## src/rtl/square_seq_pkg.sv

```systemverilog
// Shared widths and FSM state type for the square sequence generator.
`default_nettype none
package square_seq_pkg;
  localparam int IDX_W = 16;
  localparam int SQR_W = 2 * IDX_W;

  typedef enum logic [1:0] {
    ST_IDLE   = 2'd0,
    ST_SEED   = 2'd1,
    ST_STREAM = 2'd2,
    ST_DONE   = 2'd3
  } state_t;
endpackage
`default_nettype wire

```

## src/rtl/square_step.sv

```systemverilog
// Incremental square generator: holds (n^2, 2n+1) and steps to (n+1)^2 per advance.
`default_nettype none
module square_step #(
  parameter int SQR_W = 32
) (
  input  logic             clk,
  input  logic             reset_n,
  input  logic             i_load,
  input  logic [SQR_W-1:0] i_load_sqr,
  input  logic [SQR_W-1:0] i_load_odd,
  input  logic             i_advance,
  output logic [SQR_W-1:0] o_sqr
);
  logic [SQR_W-1:0] r_sqr;
  logic [SQR_W-1:0] r_odd;

  always_ff @(posedge clk or negedge reset_n) begin
    if (!reset_n) begin
      r_sqr <= '0;
      r_odd <= '0;
    end else if (i_load) begin
      r_sqr <= i_load_sqr;
      r_odd <= i_load_odd;
    end else if (i_advance) begin
      // (n+1)^2 = n^2 + (2n+1); everything wraps modulo 2^SQR_W
      r_sqr <= r_sqr + r_odd;
      r_odd <= r_odd + SQR_W'(2);
    end
  end

  assign o_sqr = r_sqr;
endmodule
`default_nettype wire

```

## src/rtl/square_seq_ctrl.sv

```systemverilog
// Command FSM: seeds n0^2 with a serial shift-add multiplier, then streams (n0+k)^2.
`default_nettype none
module square_seq_ctrl #(
  parameter int IDX_W = square_seq_pkg::IDX_W,
  parameter int SQR_W = square_seq_pkg::SQR_W
) (
  input  logic             clk,
  input  logic             reset_n,
  input  logic             cmd_valid_i,
  output logic             cmd_ready_o,
  input  logic [IDX_W-1:0] cmd_start_i,
  input  logic [IDX_W-1:0] cmd_count_i,
  input  logic             abort_i,
  output logic             sqr_valid_o,
  input  logic             sqr_ready_i,
  output logic [SQR_W-1:0] sqr_o,
  output logic             sqr_last_o,
  output logic             busy_o,
  output logic             done_o
);
  import square_seq_pkg::*;

  localparam int CW = $clog2(IDX_W);

  state_t           r_state;
  state_t           w_next;
  logic [IDX_W-1:0] r_n0;
  logic [IDX_W-1:0] r_count;
  logic [IDX_W-1:0] r_mq;
  logic [SQR_W-1:0] r_md;
  logic [SQR_W-1:0] r_acc;
  logic [CW-1:0]    r_seed_cnt;

  logic             w_accept;
  logic             w_xfer;
  logic             w_seed_done;
  logic [SQR_W-1:0] w_acc_next;

  assign w_accept    = cmd_valid_i && (r_state == ST_IDLE);
  assign w_xfer      = sqr_valid_o && sqr_ready_i;
  assign w_seed_done = (r_state == ST_SEED) && (r_seed_cnt == CW'(IDX_W - 1));
  assign w_acc_next  = r_acc + (r_mq[0] ? r_md : '0);

  always_ff @(posedge clk or negedge reset_n) begin
    if (!reset_n) r_state <= ST_IDLE;
    else          r_state <= w_next;
  end

  always_comb begin
    w_next = r_state;
    case (r_state)
      ST_IDLE:   if (w_accept) w_next = (cmd_count_i == '0) ? ST_DONE : ST_SEED;
      ST_SEED:   if (abort_i) w_next = ST_IDLE;
                 else if (w_seed_done) w_next = ST_STREAM;
      ST_STREAM: if (abort_i) w_next = ST_IDLE;
                 else if (w_xfer && sqr_last_o) w_next = ST_DONE;
      ST_DONE:   w_next = ST_IDLE;
      default:   w_next = ST_IDLE;
    endcase
  end

  // One multiplier bit per SEED cycle: acc += md when the low bit of mq is set
  always_ff @(posedge clk or negedge reset_n) begin
    if (!reset_n) begin
      r_n0       <= '0;
      r_count    <= '0;
      r_mq       <= '0;
      r_md       <= '0;
      r_acc      <= '0;
      r_seed_cnt <= '0;
    end else if (w_accept) begin
      r_n0       <= cmd_start_i;
      r_count    <= cmd_count_i;
      r_mq       <= cmd_start_i;
      r_md       <= SQR_W'(cmd_start_i);
      r_acc      <= '0;
      r_seed_cnt <= '0;
    end else if (r_state == ST_SEED) begin
      r_acc      <= w_acc_next;
      r_md       <= r_md << 1;
      r_mq       <= r_mq >> 1;
      r_seed_cnt <= r_seed_cnt + CW'(1);
    end else if (w_xfer) begin
      r_count    <= r_count - IDX_W'(1);
    end
  end

  square_step #(
    .SQR_W (SQR_W)
  ) u_step (
    .clk        (clk),
    .reset_n    (reset_n),
    .i_load     (w_seed_done),
    .i_load_sqr (w_acc_next),
    .i_load_odd (SQR_W'({r_n0, 1'b1})),
    .i_advance  (w_xfer),
    .o_sqr      (sqr_o)
  );

  assign cmd_ready_o = (r_state == ST_IDLE);
  assign busy_o      = (r_state != ST_IDLE);
  assign done_o      = (r_state == ST_DONE);
  assign sqr_valid_o = (r_state == ST_STREAM);
  assign sqr_last_o  = sqr_valid_o && (r_count == IDX_W'(1));
endmodule
`default_nettype wire

```

## config.mk

```make
export PLATFORM = sky130hd
export DESIGN_NAME = square_seq_ctrl
export DESIGN_NICKNAME = d
export VERILOG_FILES = /design/src/rtl/square_seq_pkg.sv /design/src/rtl/square_step.sv /design/src/rtl/square_seq_ctrl.sv
export SDC_FILE = /design/constraint.sdc
export NUM_CORES = 1
export LEC_CHECK = 0
export CORE_AREA = 2 2 196 198
export CTS_CLUSTER_DIAMETER = 80
export DETAILED_ROUTE_END_ITERATION = 8
export DIE_AREA = 0 0 198 200
export PLACE_DENSITY = 0.49
export RECOVER_POWER = 50
export SYNTH_ARGS = -nofsm -noshare
export SYNTH_HDL_FRONTEND = slang
export SYNTH_SLANG_ARGS = --single-unit
```

## constraint.sdc

```tcl
create_clock -name clk -period 5.9 [get_ports clk]
set_clock_uncertainty 0.1 [all_clocks]
set_input_delay 1.18 -clock clk [delete_from_list [all_inputs] [get_ports clk]]
set_output_delay 1.18 -clock clk [all_outputs]
set_load 0.01 [all_outputs]
```

# After elaboration in Yosys (flattened, before gate mapping)
# Index checks and enable logic that the tools add are counted.
# totals
n_memories	0
out_inout_bits	37
inputBits	37
word_cells	59
latchBits	0
ramBits	0
regBits	182
romBits	0
# classes
n_mul	0
reduce_logical	13
n_div	0
add_sub_neg	5
bitwise_logic	0
shifts	0
magnitude_cmp	0
mux	23
eq_ne	9
# op_table
operator	count
32-bit two-way mux	9
16-bit two-way mux	5
32-bit adder	2
32-bit by 2-bit adder with 32-bit output (second input constant)	1
16-bit by 1-bit equality test with 1-bit output (second input constant)	1
16-bit zero test	1
16-bit by 1-bit subtractor with 16-bit output (second input constant)	1
2-bit two-way mux	6
4-bit two-way mux	2
2-bit one-hot mux with 4 select lines	1
2-bit nonzero test	4
3-bit by 2-bit inequality test with 1-bit output (second input constant)	2
1-bit logical AND	5
4-bit by 1-bit adder with 4-bit output (second input constant)	1
2-bit equality test (second input constant)	2
4-bit equality test (second input constant)	1
3-bit AND reduction	1
2-bit by 1-bit equality test with 1-bit output (second input constant)	1
2-bit zero test	1
2-bit by 1-bit inequality test with 1-bit output (second input constant)	1
2-bit inequality test (second input constant)	1
2-bit AND reduction	1

# Depth between registers and ports, before layout
# Gate-level depths: netlist of the first run.
# logic_depth
ltp_word	6
ltp_mapped	13
depth_no_buf	12

# Cells and area by module
# From an unflattened synthesis of the first run, not the netlist that was laid out.
# unflattened
hier_cells	1311
hier_area_um2	11683.7
# by_module_without_submodules
mod	area_per_inst_um2	cells_per_inst	n_inst	seq_area_each_um2
square_seq_ctrl	6842.8	746	1	2952.8
square_step	4840.9	565	1	1601.5

# Worst setup path after synthesis of the first run
# No wires, ideal clock.
# synth_path
path_kind	input-to-reg
from	in sqr_ready_i
to	reg r_count[13]
setup_slack_ps	2574
setup_ps	127
required_time_ps	5673
arrival_ps	3099
n_path_buf	0
stages	7
cell_sequence	nand3b_4 or4_4 or4_4 or3_4 or4_4 nand3_2 o211ai_2
# synth_between
elab_chain_cells	3
# synth_lines
item	line_no	source
start, declared	square_seq_ctrl.sv:15	input logic sqr_ready_i,
1-bit logical AND	square_seq_ctrl.sv:40	assign w_xfer = sqr_valid_o && sqr_ready_i;
2-bit nonzero test (no source line)	-	
2-bit AND reduction (no source line)	-	
end signal, assigned	square_seq_ctrl.sv:73	r_count <= cmd_count_i;
end signal, assigned	square_seq_ctrl.sv:84	r_count <= r_count - IDX_W'(1);
end, declared	square_seq_ctrl.sv:28	logic [IDX_W-1:0] r_count;
# No other way between the ends.
# A chain may end at the register's enable or synchronous reset.

# Worst setup path in the final report of the first run
# layout_path
from	reg r_state[1]
to	reg u_step.r_odd[16]
# layout_between
elab_chain_cells	3
word_cells_on_any_way	6
cone_classes	eq/ne: 2; mux: 1; reduce/logical: 3
# layout_lines
item	line_no	source
start, declared	square_seq_ctrl.sv:25	state_t r_state;
start signal, assigned	square_seq_ctrl.sv:46	else r_state <= w_next;
2-bit by 1-bit equality test with 1-bit output or 2-bit equality test (tied branches)	square_seq_ctrl.sv:41, square_seq_ctrl.sv:103	
1-bit logical AND (on tied branches)	square_seq_ctrl.sv:41, square_seq_ctrl.sv:40	
32-bit two-way mux or 2-bit nonzero test (tied branches)	-	
end signal, assigned	square_step.sv:23	r_odd <= i_load_odd;
end signal, assigned	square_step.sv:27	r_odd <= r_odd + SQR_W'(2);
end, declared	square_step.sv:15	logic [SQR_W-1:0] r_odd;
# Several ways; a longest one is shown, not always the timed one.

==> results.txt, run 1 <==
The run gives 1.77 mW as the switching component of the power. The H-tree generated during clock tree synthesis spans 4 levels. Final count of hold timing violations: 0. Traced cell by cell, the critical path runs through nand3b_1 > nor2_1 > clkbuf_1 > a22oi_1 > nand2_1.

The number of different library cells used by synthesis comes to 63. Clock tree synthesis found a total of 182 sinks. Mean cell area of the mapped netlist: 8.56 µm². The mapped netlist covers 0.0112 mm².

Global routing used 16.5% of the available tracks across all layers. At the end of routability-driven placement, the weighted congestion stood at 0.890. The initial antenna violation count was 0; the critical path's largest stage delay was 2070 ps.

For the routed wire length, the log shows 31900 µm. The number of nets still failing antenna checks after routing is 0, and the register-to-register setup slack is 1530 ps. Data required time of the critical path: 6170 ps. The tools report the highest ir drop seen on vdd as 0.257 mV.

The detailed router placed 9484 vias in this run. In the routed layout, each cell is associated on average with a via count of 5.11. In this run the core area contains 71 standard-cell rows. The final reports fail on capacitance limit, slew limit. At the pin with the least slew margin, the transition time is 2920 ps. For the total count of max-transition violations in the final report, the log shows 229. The power per unit of standard cell area came out at 359 mW/mm². The buffer type at the clock tree root was sky130_fd_sc_hd__clkbuf_16. The met1 track demand over resource in global routing was 24.8%; the routed length per placed instance was 17.2 µm. Across the run, the number of max-cap violations was 4. Dominant register cell in the synthesized netlist: sky130_fd_sc_hd__dfrtp_1.

The tools report the number of fill cells in the layout as 3857. Once layout is complete, the cells apart from fillers number 1856. The path category of the worst min-delay check was reg -> reg. The top achievable clock speed came out at 229 MHz. For the number of diodes, the log shows 0.

Number of global-route vias before repair: 9079. After synthesis the netlist holds a flip-flop and latch count of 182. Combinational logic is responsible for 35.5% of the overall power. When the netlist entered floorplanning its net count stood at 1407.

Most common cell after layout, fill and taps aside: sky130_fd_sc_hd__nand2_1. The placed cell area was 0.0124 mm²; the floorplan die width was 198 µm. The detailed router finished its first iteration with 703 violations. The summed negative setup slack over all endpoints was 0 ps. For this run, global-route usage on met3 was measured as 2.34%.

The clock passes through at most 2 buffers. The worst reg2reg path startpoint was r_state[1]. The logs give 74 for the count of boundary I/O pins and 0.0396 mm² for the total die area. In the routed design, unresolved DRC markers number 0. The share of flip-flops with an asynchronous set or reset after synthesis was 100%. The clock reaches the later pin of the worst-skew pair after 440 ps.

The global routing met2 resource utilization is 25.0%, and the count of buffers inserted at the top-level ports is 73. Setup violations remaining at the end of the flow were counted as 0. Setup repair after global routing left no endpoint under its margin. The power share of the sequential group was 38.2%. In this run, the clock network consumes 26.3% of the power.

After clock tree synthesis, the flow added hold-fix buffers numbering 0. The die span in y was 200 µm; the final layout net count was 1437. The flow ran to the end, but the final reports show violations.

The worst pin sits at a relative slew slack of -94.8%. After clock tree synthesis, the clock-pin slew on the worst setup and hold paths is 70 ps. Net switching is 38.1% of the power. Along the worst path, the maximum fanout reaches 37. In the finished design, the share of the clock period the worst path needs comes to 74.1%. The number of cells on the worst reg-to-reg path is 5.

For the count of instances resized after the clock tree is built, the log shows 0. The first global-routing pass estimated 51200 µm of wire. The worst setup path is captured at a register.

For the internal power consumption, the log shows 2.88 mW. In this run the most critical hold path is launched from r_n0[2]. Cell depth of the worst hold path: 2. Before antenna repair, the detailed router went through 5 iterations. In this run the most used layer during global routing was met2.

From synthesis to final layout, the design area changed by 16.1%. TritonCTS built the clock tree. The fraction of layout instances using a drive strength above 1 was 4.09%. The number of instances in the placed design came out at 1824.

The worst hold path terminates at u_step.r_odd[3]. Critical path class: reg -> reg. The initial core utilization was 29.8%; the core region area was 0.0374 mm².

The wire-length estimate of the detail-placed layout is 23200 µm. The post-synthesis sequential area ratio came out at 40.8%. Counting every instance in the synthesized netlist gives 1302. The total overflow left after global routing is 0.

STA classifies the critical path startpoint as a register. Final non-filler cell area: 0.0129 mm². For the arrival time at the worst endpoint, the log shows 4650 ps.

The number of clock buffers inserted by TritonCTS is 17, and the number of enable flip-flop cells after synthesis is 0. The slowest cell on the critical path was sky130_fd_sc_hd__nor2_1. The minimum clock period after layout was 4370 ps; the leakage power of the design was 5.61 nW. The worst register-to-register path ends at u_step.r_odd[16]. Entering global routing, the biggest net connects 116 pins. The Yosys step of the flow raised 0 warnings.

The top cell types in the final layout, fill and taps aside, are 237 x sky130_fd_sc_hd__nand2_1, 182 x sky130_fd_sc_hd__dfrtp_1, 112 x sky130_fd_sc_hd__o21ai_0, 91 x sky130_fd_sc_hd__nor2_1, 75 x sky130_fd_sc_hd__a21oi_1. The number of setup buffers added after CTS is 0.
[cell families after synthesis]
logic type               synth area share, %
AO/OA/AOI/OAI                           21.0
XOR/XNOR                                6.36
adder cells (fa/ha/maj)                 7.76
buffers and inverters                   3.14
flip-flops                              40.8
multiplexers                           0.359
AND/OR/NAND/NOR                         20.6
[flip-flops by register name, indices dropped and copies added (netlist names)]
name          cells
r_n0             16
r_acc            32
r_count          16
u_step.r_odd     32
r_mq             16
r_seed_cnt        4
r_state           2
r_md             32
u_step.o_sqr     32
[power by group through the flow]
stage	sequential, mW	clock [mW]	combinational, mW
2_1_floorplan	1.71	0	1.16
3_3_place_gp	1.80	0	1.64
5_1_grt	1.82	1.31	1.86
3_5_place_dp	1.80	0	1.65
6_report	1.77	1.22	1.65
4_1_cts	1.78	1.26	1.66
[critical path: cells and delay by family, from the launching register on]
kind,cells,cell delay [ps]
AOI/OAI and AO/OA,1,220
buffers and inverters,1,980
DFF,1,490
and+or+nand+nor,3,2480
[metrics by stage]
step                setup slack, ps  power (mW)  hold WS, ps  utilization [%]
floorplan                      2570        2.87          339                -
global placement               1860        3.44          357             33.1
detailed placement             1830        3.45          362             33.1
CTS                            1860        4.69          378             34.7
global route                   1090        4.98          404             34.6
finish                         1530        4.64          373             34.6
[final cells by class]
cell class	instances	area, µm²	area share (%)
Clock inverter	12	165	1.28
Tap cell	511	639	4.94
Timing Repair Buffer	82	796	6.15
Sequential cell	182	4550	35.2
Clock buffer	20	447	3.45
Multi-Input combinational cell	1027	6260	48.4
Inverter	22	82.6	0.638
[cells in the mapped netlist, types with 3 or more instances]
library cell / count / area share, %
sky130_fd_sc_hd__or4_4: 3 / 0.30
sky130_fd_sc_hd__a221o_1: 11 / 0.99
sky130_fd_sc_hd__a221oi_1: 4 / 0.31
sky130_fd_sc_hd__and4_1: 4 / 0.31
sky130_fd_sc_hd__o22ai_1: 15 / 0.84
sky130_fd_sc_hd__a31oi_1: 38 / 2.1
sky130_fd_sc_hd__inv_1: 22 / 0.74
sky130_fd_sc_hd__clkbuf_1: 60 / 2.0
sky130_fd_sc_hd__a21o_1: 23 / 1.5
sky130_fd_sc_hd__or2_2: 3 / 0.17
sky130_fd_sc_hd__nor3_1: 16 / 0.72
sky130_fd_sc_hd__nand2b_1: 9 / 0.50
sky130_fd_sc_hd__mux2i_1: 4 / 0.36
sky130_fd_sc_hd__nand3_1: 56 / 2.5
sky130_fd_sc_hd__xor2_1: 46 / 3.6
sky130_fd_sc_hd__o21ai_0: 112 / 5.0
sky130_fd_sc_hd__o211ai_1: 11 / 0.74
sky130_fd_sc_hd__o311ai_0: 7 / 0.55
sky130_fd_sc_hd__and3_1: 4 / 0.22
sky130_fd_sc_hd__ha_1: 66 / 7.4
sky130_fd_sc_hd__and2_1: 36 / 2.0
sky130_fd_sc_hd__dfrtp_1: 182 / 41
sky130_fd_sc_hd__nor2_1: 91 / 3.1
sky130_fd_sc_hd__xnor2_1: 35 / 2.7
sky130_fd_sc_hd__a21boi_0: 3 / 0.20
sky130_fd_sc_hd__buf_1: 10 / 0.34
sky130_fd_sc_hd__a211oi_1: 9 / 0.61
sky130_fd_sc_hd__a22oi_1: 11 / 0.74
sky130_fd_sc_hd__nand4_1: 17 / 0.95
sky130_fd_sc_hd__a21oi_1: 75 / 3.4
sky130_fd_sc_hd__nor2b_1: 7 / 0.39
sky130_fd_sc_hd__o31a_1: 3 / 0.24
sky130_fd_sc_hd__nor4_1: 9 / 0.50
sky130_fd_sc_hd__nand2_1: 238 / 8.0
sky130_fd_sc_hd__a2111oi_0: 3 / 0.24
sky130_fd_sc_hd__o21bai_1: 10 / 0.67
sky130_fd_sc_hd__o21a_1: 5 / 0.34
sky130_fd_sc_hd__o221ai_1: 7 / 0.55
sky130_fd_sc_hd__or3_1: 6 / 0.34
[layer usage]
layer  wire, µm  vias up
li1           -     4720
met1      16400     4604
met2      14200      147
met3       1010       13
met4        271        0
met5          0        -
[how the worst max path moves through the flow]
stage	startpoint	to	cells past startpoint
after floorplan	sqr_ready_i	r_count[13]	7
after global placement	sqr_ready_i	u_step.r_odd[26]	10
after detailed placement	sqr_ready_i	u_step.r_odd[26]	10
after CTS	r_mq[0]	u_step.o_sqr[30]	12
after global routing	reset_n	r_md[19]	2
final	r_state[1]	u_step.r_odd[16]	5
Note: power is estimated with default switching activity, not from simulation.
==> run 2: changes to the inputs <==
Clock period 5.9 ns to 4.2 ns, I/O delays scaled along.
==> run 2 against run 1 <==
The run still ends with capacitance limit, slew limit left; non-clock buffer count grew 5; largest power group unchanged; count of clock-buffer cells in the layout shrank 1; cell count grew 0.22%; core utilization grew 0.050 points; clock power grew 37%; worst hold slack gained 11 ps; sequential share of layout area shrank 0.051 points; sequential power grew 40%; critical path type unchanged; combinational power grew 43%.
==> results.txt, run 2 (same netlist as run 1, synthesis figures left out) <==
The pin count of the biggest net entering global routing is 94 (-19%). Routed wire length: 32400 µm (+1.7%). The first-pass GRT wire length is 52000 µm (+1.5%). The total iterations of the first detailed-routing run was 5 (unchanged); the final layout net count was 1442 (+0.35%).

For the worst hold slack across all endpoints, the log shows 384 ps (+11.4 ps). The floorplan die width was 198 µm (unchanged); the half-perimeter wire length after detailed placement was 23500 µm (+1.3%). The reg-to-reg critical path endpoint is u_step.o_sqr[29]. Routed length per placed instance: 17.4 µm (+1.4%). The number of fill cells in the layout is 3861 (+0.10%), and the deepest clock path buffer count is 2 (unchanged). The max-capacitance violation count came out at 3 (-1).

The post-CTS setup repair buffer count is 0 (unchanged), and the quantity of hold-fixing buffers added after cts is 0 (unchanged). The remaining max-slew budget at the tightest pin is -55.4% (+39 points), and the top achievable clock speed is 273 MHz (+20%). The transition time at the pin with the least slew margin is 2330 ps (-591 ps), and the number of violations reported at the end of detailed-routing iteration 0 is 632 (-10%). The number of levels the H-tree was split into is 4 (unchanged), and the number of nets still failing antenna checks after routing is 0 (unchanged). The sum of buffers and inverters on the critical path works out to 1 (unchanged).

TritonCTS built the clock tree. The tools report the number of rows created at floorplan as 71 (unchanged). The run finished, with violations left.

Compared with the post-synthesis result, the final layout area differs by 16.3%. The die span in y came out at 200 µm (unchanged). The cell depth of the worst hold path is 1 (-1), and the setup violation total in the final timing report is 0 (unchanged).

For the count of unresolved DRC violations after routing, the log shows 0 (unchanged). The latest clock arrival within the worst-skew pair is 460 ps (+20 ps), and the arrival time at the worst endpoint is 3890 ps (-760 ps). The total die area is 0.0396 mm² (unchanged), and the clock sink count is 182 (unchanged). Slowest cell on the critical path: sky130_fd_sc_hd__dfrtp_1.

The fraction of layout instances using a drive strength above 1 is 4.45% (+0.36 points). The tools report the register-to-register setup slack as 540 ps (-990 ps). The via density per instance was 5.13 (+0.33%). The all-layer global routing usage was 16.9% (+0.39 points). For the initial core utilization, the log shows 29.8% (unchanged).

For the final count of hold timing violations, the log shows 0 (unchanged). In this run the clock root is driven by a sky130_fd_sc_hd__clkbuf_16. The worst setup path is launched from a register. The worst setup path is captured at a register. In this run the most critical hold path is launched from u_step.r_odd[0]. The number of global-route vias before repair was 9229 (+1.7%); the count of buffers inserted at the top-level ports was 73 (unchanged).

The number of clock buffers inserted by TritonCTS was 17 (unchanged); the count of vias placed by the detailed router was 9536 (+0.55%). Largest driver fanout on the critical path: 22 (-41%). Leaving out fill and tap cells, the most frequent cell in the layout is sky130_fd_sc_hd__nand2_1. The critical path's largest stage delay was 500 ps (-1570 ps); the clock transition at the register clock pins on the worst setup and hold paths after CTS was 80 ps (about the same). The period utilization came out at 87.1% (+13 points).

Minimum clock period after layout: 3660 ps (-715 ps). The core region area was 0.0374 mm² (unchanged). Grouping stages by cell kind, the critical path spends the most delay in compound AO/OA/AOI/OAI gates. The run gives 0.843 (-5.2%) as the global placement routability congestion.

The tools report the count of instances resized after the clock tree is built as 0 (unchanged). The run gives 0 (unchanged) as the initial antenna violation count. Setup repair after global routing left no endpoint under its margin. The data required time of the critical path is 4440 ps (-1730 ps). The final reports fail on capacitance limit, slew limit. The highest ir drop seen on vdd was 0.325 mV (+27%). The summed negative setup slack over all endpoints was 0 ps (unchanged); the total count of max-transition violations in the final report was 201 (-12%). The path category of the worst min-delay check was reg -> reg.

Critical path class: reg -> reg. The sum of overflow across all layers after global routing was 0 (unchanged); the leakage power of the design was 5.63 nW (+0.28%). The path with the worst hold slack has its endpoint at u_step.r_odd[0]. The tools report the count of boundary I/O pins as 74 (unchanged). In the layout the commonest cells are 237 x sky130_fd_sc_hd__nand2_1, 182 x sky130_fd_sc_hd__dfrtp_1, 112 x sky130_fd_sc_hd__o21ai_0, 90 x sky130_fd_sc_hd__nor2_1, 75 x sky130_fd_sc_hd__a21oi_1. The critical path goes through buf_4 > and2_1 > ha_1 > a21oi_1 > o21ai_0 > a221o_1 > a22oi_1 > a21oi_1 > a311oi_1 > xor2_1 > nor2_1 > a221o_1. The number of cell instances on the worst register-to-register path is 12 (+7).

The number of diodes is 0 (unchanged). In this run the critical register-to-register path is launched from r_mq[0]. The power per unit of standard cell area came out at 501 mW/mm² (+40%).
[run 2: changes by cell type in the layout (fill, tap and decap cells not counted), sizes merged]
cell	before	now
buf	7	11
clkinv	2	5
inv	27	26
clkinvlp	2	1
bufinv	3	2
[run 2: cell type report]
type | instances | area (µm²) | area share, %
clock buffers | 19 | 443 | 3.42
clock inverters | 12 | 143 | 1.10
inverters | 22 | 82.6 | 0.637
multi-input cells | 1027 | 6270 | 48.3
flip-flops and latches | 182 | 4550 | 35.1
well taps | 511 | 639 | 4.93
repair buffers | 87 | 835 | 6.44
[run 2: how the worst max path moves through the flow]
stage	depth (start not counted)	slack, ps	startpoint	end
global placement	8	520	sqr_ready_i	r_count[13]
finish	12	540	r_mq[0]	u_step.o_sqr[29]
floorplan	12	1090	r_mq[0]	u_step.o_sqr[29]
CTS	12	570	r_mq[0]	u_step.o_sqr[29]
global route	12	180	r_mq[0]	u_step.o_sqr[30]
detailed placement	8	500	sqr_ready_i	r_count[13]
[run 2: per-stage QoR]
stage	area [µm²]	power, mW	setup slack, ps	cells	utilization [%]
3_3_place_gp	12400	4.83	521	1829	33.2
4_1_cts	13000	6.54	569	1860	34.8
2_1_floorplan	11200	4.03	1090	1302	-
3_5_place_dp	12400	4.85	502	1829	33.2
6_report	13000	6.49	543	1860	34.7
5_1_grt	13000	6.95	178	1860	34.7
[run 2: power breakdown]
group          switching, mW  total, mW  internal, mW
Sequential             0.340       2.47          2.13
Combinational           1.41       2.36         0.951
Clock                  0.766       1.67         0.901
[run 2: layer usage]
layer / routed length [µm] / track usage, %
met3: 989 / 2.20
met2: 14300 / 25.6
met1: 16700 / 25.1
met4: 409 / 4.93
met5: 0 / 0
==> RTL change (settings of run 2) <==
Re-encode `state_t` (4 states) as Gray code, 2 bits wide.
--- a/src/rtl/square_seq_pkg.sv
+++ b/src/rtl/square_seq_pkg.sv
@@ -7,6 +7,6 @@
   typedef enum logic [1:0] {
-    ST_IDLE   = 2'd0,
-    ST_SEED   = 2'd1,
-    ST_STREAM = 2'd2,
-    ST_DONE   = 2'd3
+    ST_IDLE   = 2'b00,
+    ST_SEED   = 2'b01,
+    ST_STREAM = 2'b11,
+    ST_DONE   = 2'b10
   } state_t;
Check against the original RTL: same outputs for any inputs over 10 cycles, from zero or initial values and one cycle with reset_n low; not proved beyond that.
==> RTL change against run 2 <==
The run still ends with max-capacitance violations, max-slew violations left; first-iteration DRC count up 18%; sequential share of layout area increased by 0.32 points; setup slack got worse by 0.21 ns; final area decreased by 0.90%; worst hold slack worse by 0.0068 ns; non-clock buffer count grew 6; sequential cell count unchanged; area after synthesis is 1.3% lower; wire length is 2.3% lower; power is 3.2% lower; count of clock-buffer cells in the layout unchanged; critical endpoint is now r_acc[30]; highest routed layer unchanged.
==> RTL change: results (changes against run 2) <==
<table>
<tr><th>Metric</th><th>Value</th></tr>
<tr><th colspan="2">Logic synthesis</th></tr>
<tr><td>Post-Synth XOR/XNOR Area</td><td>0.0645 (was 0.0636)</td></tr>
<tr><td>Area contributors post-synth</td><td>sky130_fd_sc_hd__dfrtp_1, sky130_fd_sc_hd__nand2_1, sky130_fd_sc_hd__ha_1, sky130_fd_sc_hd__o21ai_0, sky130_fd_sc_hd__xor2_1 (unchanged)</td></tr>
<tr><td>Main combinational cell family by area after synthesis</td><td>simple AND/OR/NAND/NOR gates (was compound AO/OA/AOI/OAI gates)</td></tr>
<tr><td>Sequential area share after synthesis</td><td>0.414 (was 0.408)</td></tr>
<tr><th colspan="2">Route</th></tr>
<tr><td>Final Routed Wirelength</td><td>31700 um (was 32400 um)</td></tr>
<tr><td>Mean routed wirelength per cell</td><td>17.2 um (was 17.4 um)</td></tr>
<tr><td>Vias</td><td>9370 (was 9536)</td></tr>
<tr><td>DRC violation total after the first TritonRoute iteration</td><td>743 (was 632)</td></tr>
<tr><th colspan="2">Layout</th></tr>
<tr><td>Layout Nets</td><td>1420 (was 1442)</td></tr>
<tr><td>Filler cell count in the final layout</td><td>3837 (was 3861)</td></tr>
<tr><td>Ratio of cells with drive above 1 in the final layout</td><td>0.0490 (was 0.0445)</td></tr>
<tr><th colspan="2">Status</th></tr>
<tr><td>Violations in the final reports</td><td>max-capacitance violations, max-slew violations (unchanged)</td></tr>
<tr><td>Result of the run</td><td>complete, but fails checks (unchanged)</td></tr>
<tr><th colspan="2">Global routing</th></tr>
<tr><td>Wire length of the first global-routing pass</td><td>51200 um (was 52000 um)</td></tr>
<tr><td>Total global routing track utilization</td><td>0.165 (was 0.169)</td></tr>
<tr><td>Pin count of the biggest net entering global routing</td><td>110 (was 94)</td></tr>
<tr><th colspan="2">Placement</th></tr>
<tr><td>Placed insts</td><td>1807 (was 1829)</td></tr>
<tr><td>Final RePlAce weighted congestion</td><td>0.837 (was 0.843)</td></tr>
<tr><td>HPWL after detailed placement</td><td>23300 um (was 23500 um)</td></tr>
<tr><th colspan="2">Worst setup path</th></tr>
<tr><td>Critical Path AT</td><td>4.01 ns (was 3.89 ns)</td></tr>
<tr><td>Highest fanout seen on the critical path</td><td>12 (was 22)</td></tr>
<tr><td>Highest cell delay on the worst timing path</td><td>0.47 ns (was 0.50 ns)</td></tr>
<tr><td>Reg2Reg Setup Slack</td><td>0.34 ns (was 0.54 ns)</td></tr>
<tr><th colspan="2">Flow run</th></tr>
<tr><td>Max-cap violation count</td><td>3 (unchanged)</td></tr>
<tr><th colspan="2">Clocking</th></tr>
<tr><td>Clock latency on the worst-skew pair</td><td>0.44 ns (was 0.46 ns)</td></tr>
<tr><th colspan="2">STA</th></tr>
<tr><td>Worst relative slew slack</td><td>-0.651 (was -0.554)</td></tr>
<tr><td>Final number of max-transition violations</td><td>250 (was 201)</td></tr>
<tr><th colspan="2">Power</th></tr>
<tr><td>Leakage</td><td>5.62 nW (was 5.63 nW)</td></tr>
</table>
RTL change: worst min-delay path: stages, from the launching register on:
cell                      delay [ns]
sky130_fd_sc_hd__dfrtp_1        0.35
sky130_fd_sc_hd__nand2_1        0.05
sky130_fd_sc_hd__nand2_1        0.05
RTL change: power groups by stage:
stage	logic, mW	registers (mW)	clock network [mW]
2_1_floorplan	1.56	2.36	0
3_3_place_gp	2.20	2.46	0
3_5_place_dp	2.21	2.46	0
4_1_cts	2.22	2.44	1.68
5_1_grt	2.50	2.49	1.76
6_report	2.21	2.44	1.64
RTL change: logic make-up after synthesis:
| group | after synthesis |
|---|---|
| muxes | 4 |
| xor gates and xnor gates | 81 |
| adders and majority gates | 68 |
| and+or+nand+nor | 501 |
| AOI/OAI and AO/OA | 351 |
| buffers and inverters | 79 |
| DFF | 182 |
RTL change: final cells by class:
type | count | area (sq um) | area share
sequential | 182 | 4550 | 0.354
timing repair buffer | 93 | 857 | 0.0667
clock inverter | 12 | 144 | 0.0112
inverter | 16 | 60.1 | 0.00467
multi-input combinational | 1005 | 6160 | 0.480
clock buffer | 19 | 433 | 0.0337
tap | 511 | 639 | 0.0498
RTL change: worst paths after layout:
kind / from / end / cells past startpoint
setup / recovery: r_mq[0] / r_acc[30] / 13
hold / removal: r_n0[12] / r_n0[12] / 2
setup reg to reg: r_mq[0] / r_acc[30] / 13
hold reg to reg: r_n0[12] / r_n0[12] / 2
max in group asynchronous: reset_n / r_count[10] / 2
min in group asynchronous: reset_n / u_step.r_odd[6] / 1
RTL change: through the flow:
step           hold WS (ns)  cell area [sq um]  worst slack (ns)
3_3_place_gp          0.361              12300             0.475
3_5_place_dp          0.364              12300             0.424
4_1_cts               0.381              12900             0.396
5_1_grt               0.411              12800            0.0444
2_1_floorplan         0.339              11000             0.759
6_report              0.377              12800             0.335
RTL change: per-layer routing:
layer  share of wire  GRT usage  vias up
met2            0.43      0.242      150
met4           0.010     0.0343        0
met1            0.53      0.255     4561
met3           0.033     0.0220       17
met5               0          0        -
li1                -          -     4642
